`config.mk`:
```
export PLATFORM = sky130hd
export DESIGN_NAME = mul_arbiter_flat
export DESIGN_NICKNAME = d
export VERILOG_FILES = /design/src/rtl/mul_arbiter_pkg.sv /design/src/rtl/mul_arbiter_if.sv /design/src/rtl/mul_arbiter_mo_mul.sv /design/src/rtl/mul_arbiter.sv /design/src/flat_wrapper.sv
export SDC_FILE = /design/constraint.sdc
export NUM_CORES = 1
export LEC_CHECK = 0
export BUFFER_PORTS_ARGS = -buffer_cell sky130_fd_sc_hd__buf_2
export CAP_MARGIN = 10
export CORE_UTILIZATION = 52
export CTS_BUF_LIST = sky130_fd_sc_hd__clkbuf_2 sky130_fd_sc_hd__clkbuf_4 sky130_fd_sc_hd__clkbuf_8
export DETAILED_ROUTE_END_ITERATION = 10
export GPL_ROUTABILITY_DRIVEN = 1
export PLACE_DENSITY_LB_ADDON = 0.2
export SETUP_SLACK_MARGIN = 0.15
export SYNTH_ARGS = -nofsm -noshare
export SYNTH_HDL_FRONTEND = slang
export SYNTH_HIERARCHICAL = 1
export SYNTH_SLANG_ARGS = --single-unit
```
`constraint.sdc`:
```
create_clock -name clk -period 18.3 [get_ports clk]
set_clock_uncertainty 0.05 [all_clocks]
set_input_delay 5.49 -clock clk [delete_from_list [all_inputs] [get_ports clk]]
set_output_delay 5.49 -clock clk [all_outputs]
set_load 0.03 [all_outputs]
```
`src/rtl/mul_arbiter_pkg.sv`:
```
// Shared multiplier parameters, tag type and reduction helpers for the
// round-robin multiplier front end.
package mul_arbiter_pkg;

  localparam int DATA_WIDTH    = 12;
  localparam int Q_INT         = 3329;
  localparam logic [DATA_WIDTH-1:0] Q = DATA_WIDTH'(Q_INT);
  localparam int MUL_STAGE_CNT = 3;
  localparam bit MULTYPE_KRED  = 1'b0;
  localparam int Q_K           = 13;
  localparam int KRED_L        = 2;
  localparam int KRED_MUL      = (Q_K ** KRED_L) % Q_INT;
  localparam int PROD_W        = 2 * DATA_WIDTH;

  // -Q^-1 mod 2^DATA_WIDTH (Q^-1 mod 4096 is 769)
  localparam logic [DATA_WIDTH-1:0] QINV_NEG = 12'd3327;

  // Sized for the largest supported requester count (8)
  localparam int ID_W = 3;

  typedef struct packed {
    logic            valid;
    logic [ID_W-1:0] id;
  } mul_tag_t;

  function automatic logic [DATA_WIDTH-1:0] mont_reduce(input logic [PROD_W-1:0] p);
    logic [DATA_WIDTH-1:0] m;
    logic [PROD_W:0]       t;
    logic [DATA_WIDTH:0]   u;
    m = p[DATA_WIDTH-1:0] * QINV_NEG;
    t = {1'b0, p} + ((PROD_W+1)'(m) * (PROD_W+1)'(Q));
    u = t[PROD_W:DATA_WIDTH];
    return (u >= {1'b0, Q}) ? DATA_WIDTH'(u - {1'b0, Q}) : u[DATA_WIDTH-1:0];
  endfunction

  function automatic logic [DATA_WIDTH-1:0] kred_mul(input logic [PROD_W-1:0] p);
    logic [PROD_W-1:0] t;
    t = (p % PROD_W'(Q_INT)) * PROD_W'(KRED_MUL);
    return DATA_WIDTH'(t % PROD_W'(Q_INT));
  endfunction

endpackage

```
`src/rtl/mul_arbiter_if.sv`:
```
// Requester-side bus of the multiplier arbiter: operand handshake,
// freeze control and tagged result strobes.
interface mul_arbiter_if
  import mul_arbiter_pkg::*;
#(
  parameter int REQ_CNT = 3
);
  logic                               hold;
  logic [REQ_CNT-1:0]                 req_valid;
  logic [REQ_CNT-1:0][DATA_WIDTH-1:0] req_a;
  logic [REQ_CNT-1:0][DATA_WIDTH-1:0] req_b;
  logic [REQ_CNT-1:0]                 req_ready;
  logic [REQ_CNT-1:0]                 rsp_valid;
  logic [DATA_WIDTH-1:0]              rsp_data;
  logic                               busy;

  modport master (
    output hold, req_valid, req_a, req_b,
    input  req_ready, rsp_valid, rsp_data, busy
  );

  modport slave (
    input  hold, req_valid, req_a, req_b,
    output req_ready, rsp_valid, rsp_data, busy
  );
endinterface

```
`src/rtl/mul_arbiter_mo_mul.sv`:
```
// Pipelined modular multiplier: one product stage, then reduction and
// delay stages for a total of MUL_STAGE_CNT registers (needs >= 2).
module mo_mul
  import mul_arbiter_pkg::*;
(
  input  logic                  clk,
  input  logic                  rst,
  input  logic [DATA_WIDTH-1:0] a,
  input  logic [DATA_WIDTH-1:0] b,
  output logic [DATA_WIDTH-1:0] r
);
  logic [PROD_W-1:0]                        prod_r;
  logic [DATA_WIDTH-1:0]                    red_s;
  logic [MUL_STAGE_CNT-2:0][DATA_WIDTH-1:0] res_r;

  // Reduction of the registered product into the selected domain
  always_comb begin
    red_s = '0;
    if (MULTYPE_KRED) begin
      red_s = kred_mul(prod_r);
    end else begin
      red_s = mont_reduce(prod_r);
    end
  end

  // Product register followed by the reduced-result delay line
  always_ff @(posedge clk or negedge rst) begin
    if (!rst) begin
      prod_r <= '0;
      res_r  <= '0;
    end else begin
      prod_r   <= PROD_W'(a) * PROD_W'(b);
      res_r[0] <= red_s;
      for (int k = 1; k < MUL_STAGE_CNT - 1; k++) begin
        res_r[k] <= res_r[k-1];
      end
    end
  end

  assign r = res_r[MUL_STAGE_CNT-2];

endmodule

```
`src/rtl/mul_arbiter.sv`:
```
// Round-robin front end sharing one pipelined mo_mul between REQ_CNT
// requesters; results return tagged after a fixed 1+MUL_STAGE_CNT cycles.
module mul_arbiter
  import mul_arbiter_pkg::*;
#(
  parameter int REQ_CNT = 3
)(
  input logic          clk,
  input logic          rst,
  mul_arbiter_if.slave bus
);
  localparam int TAG_DEPTH = 1 + MUL_STAGE_CNT;

  logic [ID_W-1:0]                ptr_r;
  logic [ID_W-1:0]                ptr_nxt_s;
  logic [ID_W:0]                  pick_s;
  logic                           grant_s;
  logic [ID_W-1:0]                grant_id_s;
  logic [REQ_CNT-1:0]             ready_s;
  logic [DATA_WIDTH-1:0]          sel_a_s;
  logic [DATA_WIDTH-1:0]          sel_b_s;
  logic [DATA_WIDTH-1:0]          op_a_r;
  logic [DATA_WIDTH-1:0]          op_b_r;
  logic [DATA_WIDTH-1:0]          mul_res_s;
  mul_tag_t                       tail_s;
  mul_tag_t                       head_s;
  mul_tag_t [TAG_DEPTH-1:0]       tag_r;
  logic [REQ_CNT-1:0]             rsp_valid_s;
  logic                           busy_s;

  // Rotate the request vector so ptr sits at bit 0, take the lowest set bit,
  // then rotate the offset back. Returns {found, id}.
  function automatic logic [ID_W:0] rr_pick(input logic [REQ_CNT-1:0] v,
                                            input logic [ID_W-1:0]    p);
    logic [2*REQ_CNT-1:0] rot;
    logic [ID_W:0]        off;
    logic [ID_W:0]        sum;
    logic                 found;
    rot   = {v, v} >> p;
    found = 1'b0;
    off   = '0;
    for (int k = REQ_CNT - 1; k >= 0; k--) begin
      found = found | rot[k];
      off   = rot[k] ? (ID_W+1)'(k) : off;
    end
    sum = {1'b0, p} + off;
    sum = (sum >= (ID_W+1)'(REQ_CNT)) ? sum - (ID_W+1)'(REQ_CNT) : sum;
    return {found, sum[ID_W-1:0]};
  endfunction

  // Grant selection, operand mux and next pointer
  always_comb begin
    pick_s     = rr_pick(bus.req_valid, ptr_r);
    grant_s    = rst & ~bus.hold & pick_s[ID_W];
    grant_id_s = pick_s[ID_W-1:0];
    ready_s    = '0;
    sel_a_s    = '0;
    sel_b_s    = '0;
    for (int i = 0; i < REQ_CNT; i++) begin
      ready_s[i] = grant_s && (grant_id_s == ID_W'(i));
      sel_a_s    = sel_a_s | ({DATA_WIDTH{ready_s[i]}} & bus.req_a[i]);
      sel_b_s    = sel_b_s | ({DATA_WIDTH{ready_s[i]}} & bus.req_b[i]);
    end
    tail_s.valid = grant_s;
    tail_s.id    = grant_s ? grant_id_s : '0;
    if (grant_s) begin
      ptr_nxt_s = (grant_id_s == ID_W'(REQ_CNT - 1)) ? '0 : grant_id_s + ID_W'(1);
    end else begin
      ptr_nxt_s = ptr_r;
    end
  end

  // Priority pointer
  always_ff @(posedge clk or negedge rst) begin
    if (!rst) begin
      ptr_r <= '0;
    end else begin
      ptr_r <= ptr_nxt_s;
    end
  end

  // Issue register; idle slots keep the old operands and are discarded
  always_ff @(posedge clk or negedge rst) begin
    if (!rst) begin
      op_a_r <= '0;
      op_b_r <= '0;
    end else if (grant_s) begin
      op_a_r <= sel_a_s;
      op_b_r <= sel_b_s;
    end else begin
      op_a_r <= op_a_r;
      op_b_r <= op_b_r;
    end
  end

  // Tag pipe shifts every cycle in lockstep with the multiplier
  always_ff @(posedge clk or negedge rst) begin
    if (!rst) begin
      tag_r <= '0;
    end else begin
      tag_r <= {tag_r[TAG_DEPTH-2:0], tail_s};
    end
  end

  mo_mul u_mul (
    .clk (clk),
    .rst (rst),
    .a   (op_a_r),
    .b   (op_b_r),
    .r   (mul_res_s)
  );

  // Response decode from the tag-pipe head and in-flight summary
  always_comb begin
    head_s      = tag_r[TAG_DEPTH-1];
    busy_s      = 1'b0;
    rsp_valid_s = '0;
    for (int k = 0; k < TAG_DEPTH; k++) begin
      busy_s = busy_s | tag_r[k].valid;
    end
    for (int i = 0; i < REQ_CNT; i++) begin
      rsp_valid_s[i] = head_s.valid && (head_s.id == ID_W'(i));
    end
  end

  assign bus.req_ready = ready_s;
  assign bus.rsp_valid = rsp_valid_s;
  assign bus.rsp_data  = mul_res_s;
  assign bus.busy      = busy_s;

endmodule

```
`src/flat_wrapper.sv`:
```
// flat-port wrapper written by rule: the top's interface ports become plain ports
module mul_arbiter_flat import mul_arbiter_pkg::*;
#(
  parameter int REQ_CNT = 3
)
  (clk, rst, bus_hold, bus_req_valid, bus_req_a, bus_req_b, bus_req_ready, bus_rsp_valid, bus_rsp_data, bus_busy);
  mul_arbiter_if #(.REQ_CNT(REQ_CNT)) bus_i ();
  input logic clk;
  input logic rst;
  input wire logic [$bits(bus_i.hold)-1:0] bus_hold;
  input wire logic [$bits(bus_i.req_valid)-1:0] bus_req_valid;
  input wire logic [$bits(bus_i.req_a)-1:0] bus_req_a;
  input wire logic [$bits(bus_i.req_b)-1:0] bus_req_b;
  output wire logic [$bits(bus_i.req_ready)-1:0] bus_req_ready;
  output wire logic [$bits(bus_i.rsp_valid)-1:0] bus_rsp_valid;
  output wire logic [$bits(bus_i.rsp_data)-1:0] bus_rsp_data;
  output wire logic [$bits(bus_i.busy)-1:0] bus_busy;
  assign bus_i.hold = bus_hold;
  assign bus_i.req_valid = bus_req_valid;
  assign bus_i.req_a = bus_req_a;
  assign bus_i.req_b = bus_req_b;
  assign bus_req_ready = bus_i.req_ready;
  assign bus_rsp_valid = bus_i.rsp_valid;
  assign bus_rsp_data = bus_i.rsp_data;
  assign bus_busy = bus_i.busy;
  mul_arbiter #(.REQ_CNT(REQ_CNT)) u_core (.clk(clk), .rst(rst), .bus(bus_i));
endmodule
```
After elaboration in Yosys (flattened, before gate mapping):

Cells that the tools add are included.

* register bits: 91
* bits in latches: 0
* memory bits (writable): 0
* ROM bits: 0
* input port bits: 78
* output and inout bits: 19
* word-level logic and storage cells: 62
* memories: 0

* add/subtract/negate cells: 5
* multiply operators: 3
* divide/modulo/power cells: 0
* magnitude comparators: 2
* equality and inequality tests: 4
* shift operators: 1
* multiplexer cells: 7
* bitwise gates (word level): 18
* reduce and logical (&&, ||, !) cells: 8

Operators with widths (count)
* $and A12 B12 Y12: 6
* $or A12 B12 Y12: 4
* $add A24 B24 Y25: 1
* $mul A12 B12 Y24: 1
* $mul A12 B12 Y24 const B: 1
* $ge A13 B12 Y1 const B: 1
* $mul A12 B11 Y12 const B: 1
* $mux W12: 1
* $sub A12 B12 Y12 const B: 1
* $mux W3: 3
* $mux W4: 2
* $eq A3 B1 Y1 const B: 2
* $eq A3 B2 Y1 const B: 2
* $logic_and A1 B1 Y1: 6
* $logic_not A3 Y1: 2
* $shr A6 B3 Y3: 1
* $or A1 B1 Y1: 5
* $add A3 B4 Y4: 1
* $ge A4 B2 Y1 const B: 1
* $add A3 B1 Y3 const B: 1
* $sub A3 B2 Y3 const B: 1
* $and A1 B1 Y1: 2
* $mux W2: 1
* $not A1 Y1: 1

Longest topological paths before layout:

Gate-level depths: netlist of run 1.

* depth in word-level cells: 12
* gate-level depth with buffers: 36
* depth with buffers taken out: 35

Hierarchy:

The synthesis of run 1 kept the hierarchy.

By module, submodules not included
* mo_mul: times used 1, cells each 1079, area each 10263.6 um2, sequential area each 1201.2 um2
* mul_arbiter: times used 1, cells each 207, area each 2175.8 um2, sequential area each 1076.0 um2

Worst setup path after synthesis of run 1:

No wires, ideal clock.

* kind: input port to output port
* from: input bus_req_valid[2]
* to: output bus_req_ready[0]
* arrival: 8.241 ns
* required time: 12.760 ns
* path slack: 4.519 ns
* cell stages on the path: 12
* buffers on the path: 1
* path through: nand2b_1 -> o22ai_1 -> nand3b_1 -> o21ai_0 -> ha_1 -> fa_1 -> ha_1 -> nor3_1 -> a31oi_4 -> buf_6 -> or3_1 -> a21oi_1

* longest elaborated chain between the ends: 9
* elaborated cells between the ends (all ways): 13
* those cells by class: add/sub (2); order compare (1); shift (1); mux (4); bitwise (3); reduce/logical (2)

Ends and longest elaborated chain
* start: declaration: RTL line flat_wrapper.sv:11 `input wire logic [$bits(bus_i.req_valid)-1:0] bus_req_valid;`
* $shr A6 B3 Y3 *: RTL line mul_arbiter.sv:39 `rot = {v, v} >> p;`
* $mux W2: RTL line mul_arbiter.sv:44 `off = rot[k] ? (ID_W+1)'(k) : off;`
* $mux W4 (2 in series): RTL line mul_arbiter.sv:44
* $add A3 B4 Y4: RTL line mul_arbiter.sv:46 `sum = {1'b0, p} + off;`
* $ge A4 B2 Y1 / $sub A3 B2 Y3 (equally long branches): RTL line mul_arbiter.sv:47 `sum = (sum >= (ID_W+1)'(REQ_CNT)) ? sum - (ID_W+1)'(REQ_CNT) : sum;`
* $mux W3: RTL line mul_arbiter.sv:47
* $logic_not A3 Y1: RTL line mul_arbiter.sv:60 `ready_s[i] = grant_s && (grant_id_s == ID_W'(i));`
* $logic_and A1 B1 Y1 *: RTL line mul_arbiter.sv:60
* end: declaration: RTL line flat_wrapper.sv:14 `output wire logic [$bits(bus_i.req_ready)-1:0] bus_req_ready;`

Mark *: on every way between the ends. The rest lies on a longest branch, timed or not.

Worst setup path in the final report of run 1:

* from: input bus_req_valid[2]
* to: output bus_req_ready[1]

* longest elaborated chain between the ends: 9
* elaborated cells between the ends (all ways): 13
* those cells by class: add/sub (2); order compare (1); eq/ne (1); shift (1); mux (4); bitwise (3); reduce/logical (1)

Ends and longest elaborated chain (RTL line)
* $shr A6 B3 Y3 *: mul_arbiter.sv:39
* $mux W2: mul_arbiter.sv:44
* $mux W4 (2 in series): mul_arbiter.sv:44
* $add A3 B4 Y4: mul_arbiter.sv:46
* $ge A4 B2 Y1 / $sub A3 B2 Y3 (equally long branches): mul_arbiter.sv:47
* $mux W3: mul_arbiter.sv:47
* $eq A3 B1 Y1: mul_arbiter.sv:60
* $logic_and A1 B1 Y1 *: mul_arbiter.sv:60

Marks and branches as above.

==> impl_metrics.py, run 1 <==
metrics = {
    "clock_network": {
        "cts_tree": "done",
        "cts_root_buf": "clkbuf_8",
        "ctsResizeCount": 0,
        "htreeDepth": 3,
        "clock_latency_ns": 0.39,
        "clockBufferDepth": 2,
        "cts_buffers": 9,
        "holdBufCountCts": 0,
        "cts.clk_slew.worst_paths_ns": 0.11,
        "cts_sinks": 91,
        "cts_setup_buffers": 0,
    },
    "timing": {
        "rsz0062_at_grt": "no",
        "setup_tns_ns": 0,
        "tightest_slew_ns": 0.9253,
        "min_period_ns": 13.94,
        "timing.fmax_ghz": 0.07172,
        "drv_slew": 0,
        "hold_violations": 0,
        "slew_headroom_pct": 37.87,
        "finalSetupViolations": 0,
        "min_period_over_period_pct": 76.19,
    },
    "floorplan": {
        "die_w_um": 156.7,
        "pin_count": 97,
        "die_y_um": 156.7,
        "die-area_um2": 24540,
        "core-area_um2": 23470,
        "start_util_pct": 53.00,
        "std_cell_rows": 56,
    },
    "critical_path": {
        "critPathLaunchType": "input pin",
        "worstPathRequired_ns": 12.76,
        "cp_max_fo": 7,
        "end_kind": "output port",
        "cp.arrival_ns": 8.40,
        "critPathKind": "input pin to output port",
    },
    "logic_synthesis": {
        "avgSynthCellArea_um2": 9.673,
        "ys_ff_latch": 91,
        "synthFlopType": "dfrtp_1",
        "synth.net_count": 1706,
        "seq_area_frac_synth_pct": 18.31,
        "synth.area.top_cells": "fa_1, ha_1, dfrtp_1, inv_1, and2_1",
        "ys_warn_count": 6,
        "synth.cell_area_um2": 12440,
        "syn-instance-count": 1286,
        "synth_top_area_share_pct": 24.14,
        "yosysTopAreaCell": "fa_1",
        "synth-async-reset-ratio_pct": 100.0,
        "synth_edf_count": 0,
        "synth_cell_types": 87,
    },
    "run_status": {
        "status": "complete, no violations",
    },
    "drt": {
        "drt-initial-drc-count": 393,
        "ant_nets": 0,
        "drc_errors": 0,
        "dr.pass1.iters": 7,
        "wire_per_inst_um": 13.71,
        "num_vias": 8559,
        "viasPerCell": 5.147,
        "finalWirelength_um": 22800,
    },
    "placed_design": {
        "placed_cells": 1647,
        "dp_hpwl_um": 18970,
        "placed_area_um2": 13030,
        "gp_congestion": 0.8130,
        "port_buffers": 96,
    },
    "cells_and_area": {
        "layout_common_cells": "inv_1, ha_1, fa_1, nand2_1, buf_2",
        "nNetsFinal": 1759,
        "final_common_cell": "inv_1",
        "finalInstanceArea_um2": 13260,
        "antenna_cells": 0,
        "stdcell_count": 1663,
        "fin_util_pct": 56.49,
        "layout-drive-gt1-share_pct": 11.31,
        "synthToLayoutAreaGrowth_pct": 6.598,
    },
    "global_routing": {
        "grt_max_degree": 53,
        "grt_pass1_vias": 8500,
        "grt_pass1_wl_um": 39390,
        "grtUsageTotal_pct": 20.13,
        "overflow": 0,
        "antenna_found_initial": 0,
    },
    "flow_run": {
        "cap_violations": 0,
    },
    "min_path": {
        "min-delay-path-class": "flip-flop to flip-flop",
    },
}
[worst paths after layout]
kind,startpoint,to,slack [ns],cells past startpoint
max reg2reg,u_core/u_mul/prod_r[0]$_DFF_PN0_,u_core/u_mul/res_r[8]$_DFF_PN0_,9.27,28
max,bus_req_valid[2],bus_req_ready[1],4.36,12
min reg2reg,u_core/tag_r[1]$_DFF_PN0_,u_core/tag_r[5]$_DFF_PN0_,0.30,0
min in group asynchronous,rst,u_core/tag_r[8]$_DFF_PN0_,5.03,1
min,u_core/tag_r[1]$_DFF_PN0_,u_core/tag_r[5]$_DFF_PN0_,0.30,0
max in group asynchronous,rst,u_core/u_mul/prod_r[3]$_DFF_PN0_,12.17,2
[cells by family (layout without fill, tap and decap cells)]
group           after synthesis  count (layout)  share of synthesized area, %
fa+ha+maj                   342             342                         43.45
simple gates                316             316                         12.90
buf+inv                     288             346                         9.485
compound gates              171             171                         9.908
flops                        91              91                         18.31
xor+xnor                     75              75                         5.673
mux                           3               3                        0.2716
[stage by stage]
step	setup slack, ns	hold slack (ns)
after floorplan	4.519	0.2812
after global placement	4.465	0.2813
after detailed placement	4.359	0.2855
after CTS	4.356	0.3039
after global routing	4.148	0.3081
final	4.357	0.3022
[per-layer routing]
layer / share of wire [%] / global-route usage [%] / vias up
met3: 3.1 / 2.548 / 11
met4: 0.82 / 4.715 / 0
met2: 47 / 34.16 / 151
met5: 0 / 0 / -
li1: - / - / 4267
met1: 49 / 27.35 / 4130
[final cells by class]
type | instances | area, um2
Timing Repair Buffer | 99 | 505.5
Fill cell | 2122 | 10210
Multi-Input combinational cell | 907 | 8982
Sequential cell | 91 | 2277
Clock inverter | 6 | 91.34
Tap cell | 319 | 399.1
Clock buffer | 10 | 137.6
Inverter | 231 | 867.1
[sequential cells by signal, indices dropped and copies added, names as in the netlist]
signal / cells
u_core/head_s: 4
u_core/op_a_r: 12
u_core/op_b_r: 12
u_core/ptr_r: 3
u_core/tag_r: 12
u_core/u_mul/prod_r: 24
u_core/u_mul/r: 12
u_core/u_mul/res_r: 12
[synthesized netlist by cell type (4+ instances only)]
library cell	instances
nand3_1	11
and2_1	68
buf_6	4
a21o_1	12
clkbuf_1	28
buf_4	14
buf_2	10
fa_1	150
ha_1	192
nand2_1	109
dfrtp_1	91
o21bai_1	4
o21a_1	5
a21oi_1	57
or2_2	4
xnor2_1	45
a222oi_1	24
nor3_1	13
nor2b_1	4
nor2_1	57
xor2_1	26
nand3b_1	4
a31oi_1	7
and3_1	5
o21ai_0	20
inv_1	231
nand2b_1	9
[critical path, cell delays in order]
cell	delay [ns]
buf_2	0.13
nor2b_1	0.15
a32oi_1	0.16
o21ai_0	0.10
ha_1	0.23
fa_1	0.69
ha_1	0.35
or2b_1	0.26
a31oi_1	0.40
or2_2	0.23
nor2_1	0.05
buf_2	0.17
Power of run 1 is not shown: default switching activity piles up to over one toggle a cycle in this logic, so the estimate is an artifact.
==> inputs of run 2 (changes only) <==
--- a/config.mk
+++ b/config.mk
@@ -5,6 +5,7 @@
 export SDC_FILE = /design/constraint.sdc
 export NUM_CORES = 1
 export LEC_CHECK = 0
+export ABC_AREA = 1
 export BUFFER_PORTS_ARGS = -buffer_cell sky130_fd_sc_hd__buf_2
 export CAP_MARGIN = 10
 export CORE_UTILIZATION = 52
==> constraint.sdc (replaced) <==
create_clock -name clk -period 13.5 [get_ports clk]
set_clock_uncertainty 0.05 [all_clocks]
set_input_delay 4.05 -clock clk [delete_from_list [all_inputs] [get_ports clk]]
set_output_delay 4.05 -clock clk [all_outputs]
set_load 0.03 [all_outputs]
==> run 2 against run 1 <==
Effect of this change:
- the run now ends with DRC left
- sequential share of layout area down 1.7 points
- final cell count up 29%
- critical path depth up 4
- first-iteration DRC count up 38%
- global-route usage up 3.5 points
- register-to-register slack worse by 4.6 ns
- worst setup slack worse by 2.4 ns
- die area up 12%
- via count up 30%
==> impl_metrics.py, run 2 <==
metrics = {
    "logic_synthesis": {
        "yosys-top-cells-count": "inv_1, nand2_1, ha_1, fa_1, nor2_1",
        "synth-async-reset-ratio_pct": 100.0,
        "ys_ff_latch": 91,
        "synth_top_area_share_pct": 21.51,
        "synthFlopType": "dfrtp_1",
        "synth_compound_area_share_pct": 3.522,
        "synth.net_count": 2175,
        "synth.most_common_cell": "inv_1",
        "yosysTopAreaCell": "fa_1",
        "synth.area.top_cells": "fa_1, ha_1, dfrtp_1, inv_1, nand2_1",
        "synth_top_family_by_area": "adder cells",
        "synthMuxAreaShare_pct": 0,
        "synth-simple-area-share_pct": 24.20,
        "synth_edf_count": 0,
        "synth.cell_area_um2": 13960,
        "synth_cell_types": 39,
        "synth_xor_xnor_area_share_pct": 3.872,
        "synth-adder-area-share_pct": 38.72,
        "avgSynthCellArea_um2": 7.954,
        "ys_warn_count": 6,
        "syn-instance-count": 1755,
        "seq_area_frac_synth_pct": 16.31,
    },
    "timing": {
        "setup_tns_ns": 0,
        "rsz0062_at_grt": "no",
        "finalSetupViolations": 0,
        "min_period_ns": 11.59,
        "min_period_over_period_pct": 85.86,
        "timing.fmax_ghz": 0.08628,
        "hold_violations": 0,
        "slew_headroom_pct": 45.75,
        "drv_slew": 0,
        "tightest_slew_ns": 0.8138,
    },
    "critical_path": {
        "critPathLaunchType": "input pin",
        "cp_max_fo": 54,
        "critPathKind": "input pin to output port",
        "end_kind": "output port",
        "cp.arrival_ns": 7.49,
        "worstPathRequired_ns": 9.40,
    },
    "floorplan": {
        "die-area_um2": 27500,
        "pin_count": 97,
        "die_w_um": 165.8,
        "die_y_um": 165.8,
        "std_cell_rows": 59,
        "core-area_um2": 26210,
        "start_util_pct": 53.27,
    },
    "drt": {
        "drt-initial-drc-count": 541,
        "finalWirelength_um": 30740,
        "ant_nets": 0,
        "viasPerCell": 5.187,
        "num_vias": 11100,
        "dr.pass1.iters": 8,
        "drc_errors": 2,
        "wire_per_inst_um": 14.37,
    },
    "flow_run": {
        "cap_violations": 0,
    },
    "cells_and_area": {
        "n_fill_cell": 2445,
        "layout-drive-gt1-share_pct": 11.03,
        "multi_input_comb_area_um2": 9816,
        "antenna_cells": 0,
        "layout_common_cells": "inv_1, nand2_1, ha_1, fa_1, nor2_1",
        "synthToLayoutAreaGrowth_pct": 5.423,
        "finalInstanceArea_um2": 14720,
        "largest-register": "u_core/u_mul/prod_r",
        "largest_reg_flops": 24,
        "final_common_cell": "inv_1",
        "final-seq-area_um2": 2277,
        "stdcell_count": 2139,
        "nNetsFinal": 2220,
    },
    "global_routing": {
        "use_met1_pct": 29.06,
        "busiest_layer": "met2",
        "overflow": 0,
        "grt_max_degree": 68,
        "grtUsageTotal_pct": 23.65,
        "grtUsageMet2_pct": 42.13,
        "antenna_found_initial": 0,
        "grt_use_met3_pct": 3.646,
        "grt_pass1_wl_um": 52870,
        "grt_pass1_vias": 11370,
    },
    "placed_design": {
        "dp_hpwl_um": 25170,
        "gp_congestion": 0.9098,
        "port_buffers": 96,
        "placed_cells": 2124,
        "placed_area_um2": 14520,
    },
    "clock_network": {
        "cts_sinks": 91,
        "clock_latency_ns": 0.38,
        "holdBufCountCts": 0,
        "cts_root_buf": "clkbuf_8",
        "cts.clk_slew.worst_paths_ns": 0.10,
        "ctsResizeCount": 0,
        "clockBufferDepth": 2,
        "cts_buffers": 9,
        "htreeDepth": 3,
        "cts_tree": "done",
        "cts_setup_buffers": 0,
    },
    "min_path": {
        "min-delay-path-class": "flip-flop to flip-flop",
    },
    "run_status": {
        "status": "finished, violations left",
        "violations": "DRC",
    },
}
[run 2: cell count changes in the layout (fill, tap and decap cells not counted), moves of 22 or more]
cell and delta:
nor2_1 +65, nand3_1 +64, nand4_1 +73, inv_1 +154, nor3_2 +23, xnor2_1 -22
a222oi_1 -24, nand2_1 +244, and2_1 -67
[run 2: final timing paths]
check / start / end / slack (ns) / cells after the start
max: bus_req_valid[1] / bus_req_ready[0] / 1.91 / 16
min: u_core/tag_r[0]$_DFF_PN0_ / u_core/tag_r[4]$_DFF_PN0_ / 0.30 / 0
max reg2reg: u_core/u_mul/prod_r[5]$_DFF_PN0_ / u_core/u_mul/res_r[4]$_DFF_PN0_ / 4.63 / 34
min reg2reg: u_core/tag_r[0]$_DFF_PN0_ / u_core/tag_r[4]$_DFF_PN0_ / 0.30 / 0
max in group asynchronous: rst / u_core/u_mul/prod_r[10]$_DFF_PN0_ / 8.74 / 2
min in group asynchronous: rst / u_core/u_mul/r[11]$_DFF_PN0_ / 3.53 / 1
[run 2: layout make-up]
class	count	share of cell area, %
repair buffers	99	3.435
inverters	400	10.20
flip-flops and latches	91	15.47
multi-input cells	1199	66.70
clock buffers	9	0.8417
clock inverters	6	0.5016
well taps	335	2.848
[run 2: stage by stage]
step / setup WS (ns) / util, % / hold WS, ns
after global placement: 2.180 / 55.40 / 0.2816
after CTS: 1.999 / 56.16 / 0.3014
final: 1.909 / 56.16 / 0.3019
after detailed placement: 2.009 / 55.40 / 0.2847
after floorplan: 2.846 / - / 0.2812
after global routing: 1.675 / 56.16 / 0.3073
[run 2: cells by family after synthesis]
logic type,after synthesis
AOI/OAI and AO/OA,87
buffers and inverters,465
and+or+nand+nor,710
adders and majority gates,342
xor gates and xnor gates,60
DFF,91
[run 2: worst max-delay path: stages]
cell     delay (ns)
buf_2          0.10
nand2_1        0.10
nand2_1        0.11
nand2_1        0.10
nand3_1        0.09
nand2_1        0.13
inv_2          0.05
nor3_1         0.32
fa_1           0.53
ha_1           0.21
inv_1          0.20
nor2_2         0.11
nor2_8         0.53
nand3_4        0.44
nor2_1         0.20
buf_2          0.21
[run 2: metal layers]
layer | wire length (um) | part of all wire (%) | vias to the layer above
li1 | - | - | 5497
met1 | 13360 | 43 | 5250
met2 | 15000 | 49 | 299
met3 | 1457 | 4.7 | 50
met4 | 918 | 3.0 | 0
met5 | 0 | 0 | -
Power of run 2 is left out for the same reason.
==> inputs of run 3 (changes only) <==
--- a/config.mk
+++ b/config.mk
@@ -8,8 +8,8 @@
 export ABC_AREA = 1
 export BUFFER_PORTS_ARGS = -buffer_cell sky130_fd_sc_hd__buf_2
 export CAP_MARGIN = 10
+export CORE_ASPECT_RATIO = 1.25
 export CORE_UTILIZATION = 52
-export CTS_BUF_LIST = sky130_fd_sc_hd__clkbuf_2 sky130_fd_sc_hd__clkbuf_4 sky130_fd_sc_hd__clkbuf_8
 export DETAILED_ROUTE_END_ITERATION = 10
 export GPL_ROUTABILITY_DRIVEN = 1
 export PLACE_DENSITY_LB_ADDON = 0.2
==> run 3 against run 2 <==
Effect of this change:
- the flow now finishes without violations
- die area hardly changed
- design area is 0.67% higher
- register-to-register slack hardly changed
- fmax is 0.95% higher
- hold slack worse by 0.0016 ns
- highest routed layer unchanged
==> impl_metrics.py, run 3 (same netlist as run 2, synthesis figures left out) <==
metrics = {
    "run_status": {
        "status": "complete, no violations",
    },
    "critical_path": {
        "r2r-start": "u_core/u_mul/prod_r[2]$_DFF_PN0_",
        "critPathKind": "input pin to output port",
        "reg2reg_depth": 36,
        "end_kind": "output port",
        "crit_start": "bus_req_valid[2]",
        "cp_max_fo": 54,
        "cp.arrival_ns": 7.38,
        "r2r_setup_slack_ns": 4.64,
        "critPathLaunchType": "input pin",
        "worstPathRequired_ns": 9.40,
        "r2r_end": "u_core/u_mul/res_r[3]$_DFF_PN0_",
    },
    "timing": {
        "finalSetupViolations": 0,
        "slew_headroom_pct": 24.07,
        "rsz0062_at_grt": "no",
        "drv_slew": 0,
        "tightest_slew_ns": 1.136,
        "hold_violations": 0,
        "timing.fmax_ghz": 0.08710,
        "setup_tns_ns": 0,
        "min_period_over_period_pct": 85.05,
        "min_period_ns": 11.48,
        "final.setup.worst_slack_ns": 2.019,
    },
    "drt": {
        "dr.pass1.iters": 5,
        "finalWirelength_um": 30540,
        "drc_errors": 0,
        "wire_per_inst_um": 14.24,
        "drt-initial-drc-count": 433,
        "num_vias": 11040,
        "ant_nets": 0,
        "viasPerCell": 5.147,
    },
    "clock_network": {
        "htreeDepth": 3,
        "cts_setup_buffers": 0,
        "cts_tree": "done",
        "clock_latency_ns": 0.36,
        "cts_buffers": 9,
        "cts.clk_slew.worst_paths_ns": 0.07,
        "cts_root_buf": "clkbuf_16",
        "holdBufCountCts": 0,
        "cts_sinks": 91,
        "clockBufferDepth": 2,
        "ctsResizeCount": 0,
    },
    "cells_and_area": {
        "largest-register": "u_core/u_mul/prod_r",
        "layout_common_cells": "inv_1, nand2_1, ha_1, fa_1, nor2_1",
        "nNetsFinal": 2220,
        "antenna_cells": 0,
        "finalInstanceArea_um2": 14820,
        "largest_reg_flops": 24,
        "synthToLayoutAreaGrowth_pct": 6.131,
        "final_common_cell": "inv_1",
        "fin_util_pct": 56.60,
        "layout-drive-gt1-share_pct": 11.08,
    },
    "min_path": {
        "min-delay-path-class": "flip-flop to flip-flop",
        "hp-start": "u_core/tag_r[6]$_DFF_PN0_",
        "worst_hold_path.endpoint": "u_core/tag_r[10]$_DFF_PN0_",
        "hold_depth": 0,
    },
    "flow_run": {
        "cap_violations": 0,
    },
    "placed_design": {
        "gp_congestion": 0.8694,
        "port_buffers": 96,
        "post-place-ws_ns": 2.056,
        "placed_area_um2": 14530,
        "dp_hpwl_um": 25090,
    },
    "global_routing": {
        "grtUsageTotal_pct": 23.88,
        "grt_pass1_vias": 11450,
        "grt_pass1_wl_um": 52600,
        "grt_max_degree": 55,
        "overflow": 0,
        "antenna_found_initial": 0,
    },
    "floorplan": {
        "pin_count": 97,
        "core-area_um2": 26180,
        "die-area_um2": 27510,
        "die_w_um": 148.6,
        "die_y_um": 185.2,
        "start_util_pct": 53.33,
        "std_cell_rows": 66,
    },
}
## run 3: cell types whose count changed in the layout (fill, tap and decap cells not counted), moves of 3 or more
cell,previous run,this run
clkbuf_8,9,0
clkbuf_16,0,9
clkinv_4,3,0
inv_8,0,3
## run 3: worst max path at each step
| stage | end | slack, ns | cells past startpoint |
|---|---|---|---|
| global route | bus_req_ready[0] | 1.69 | 16 |
| finish | bus_req_ready[0] | 2.02 | 16 |
| CTS | bus_req_ready[0] | 2.05 | 16 |
| global placement | bus_req_ready[0] | 2.25 | 16 |
| detailed placement | bus_req_ready[0] | 2.06 | 16 |
| floorplan | bus_req_ready[2] | 2.85 | 16 |
## run 3: metal layers
layer	GRT usage (%)	share of wire, %	vias up
li1	-	-	5486
met1	27.52	41	5247
met2	45.46	53	254
met3	1.995	3.1	53
met4	8.784	2.6	0
met5	0	0	-
## run 3: final cells by class
type,instances,area (um2)
clock buffers,9,225.2
clock inverters,7,65.06
fillers,2427,11360
inverters,400,1501
multi-input cells,1199,9816
flip-flops and latches,91,2277
well taps,340,425.4
repair buffers,99,505.5
## run 3: metrics by stage
step,hold slack (ns),cells
floorplan,0.2812,1755
global placement,0.2830,2129
detailed placement,0.2847,2129
CTS,0.3020,2145
global route,0.3067,2145
finish,0.3003,2145
## run 3: worst max-delay path, stage by stage
cell and delay [ns]:
buf_2 0.10, nand2_1 0.08, nand2_1 0.09, nand2_1 0.10, nand3_1 0.09, nand2_1 0.13
inv_2 0.05, nor3_1 0.29, fa_1 0.52, ha_1 0.21, inv_1 0.20, nor2_2 0.12
nor2_8 0.52, nand3_4 0.42, nor2_1 0.19, buf_2 0.21
Power of run 3 is left out for the same reason.
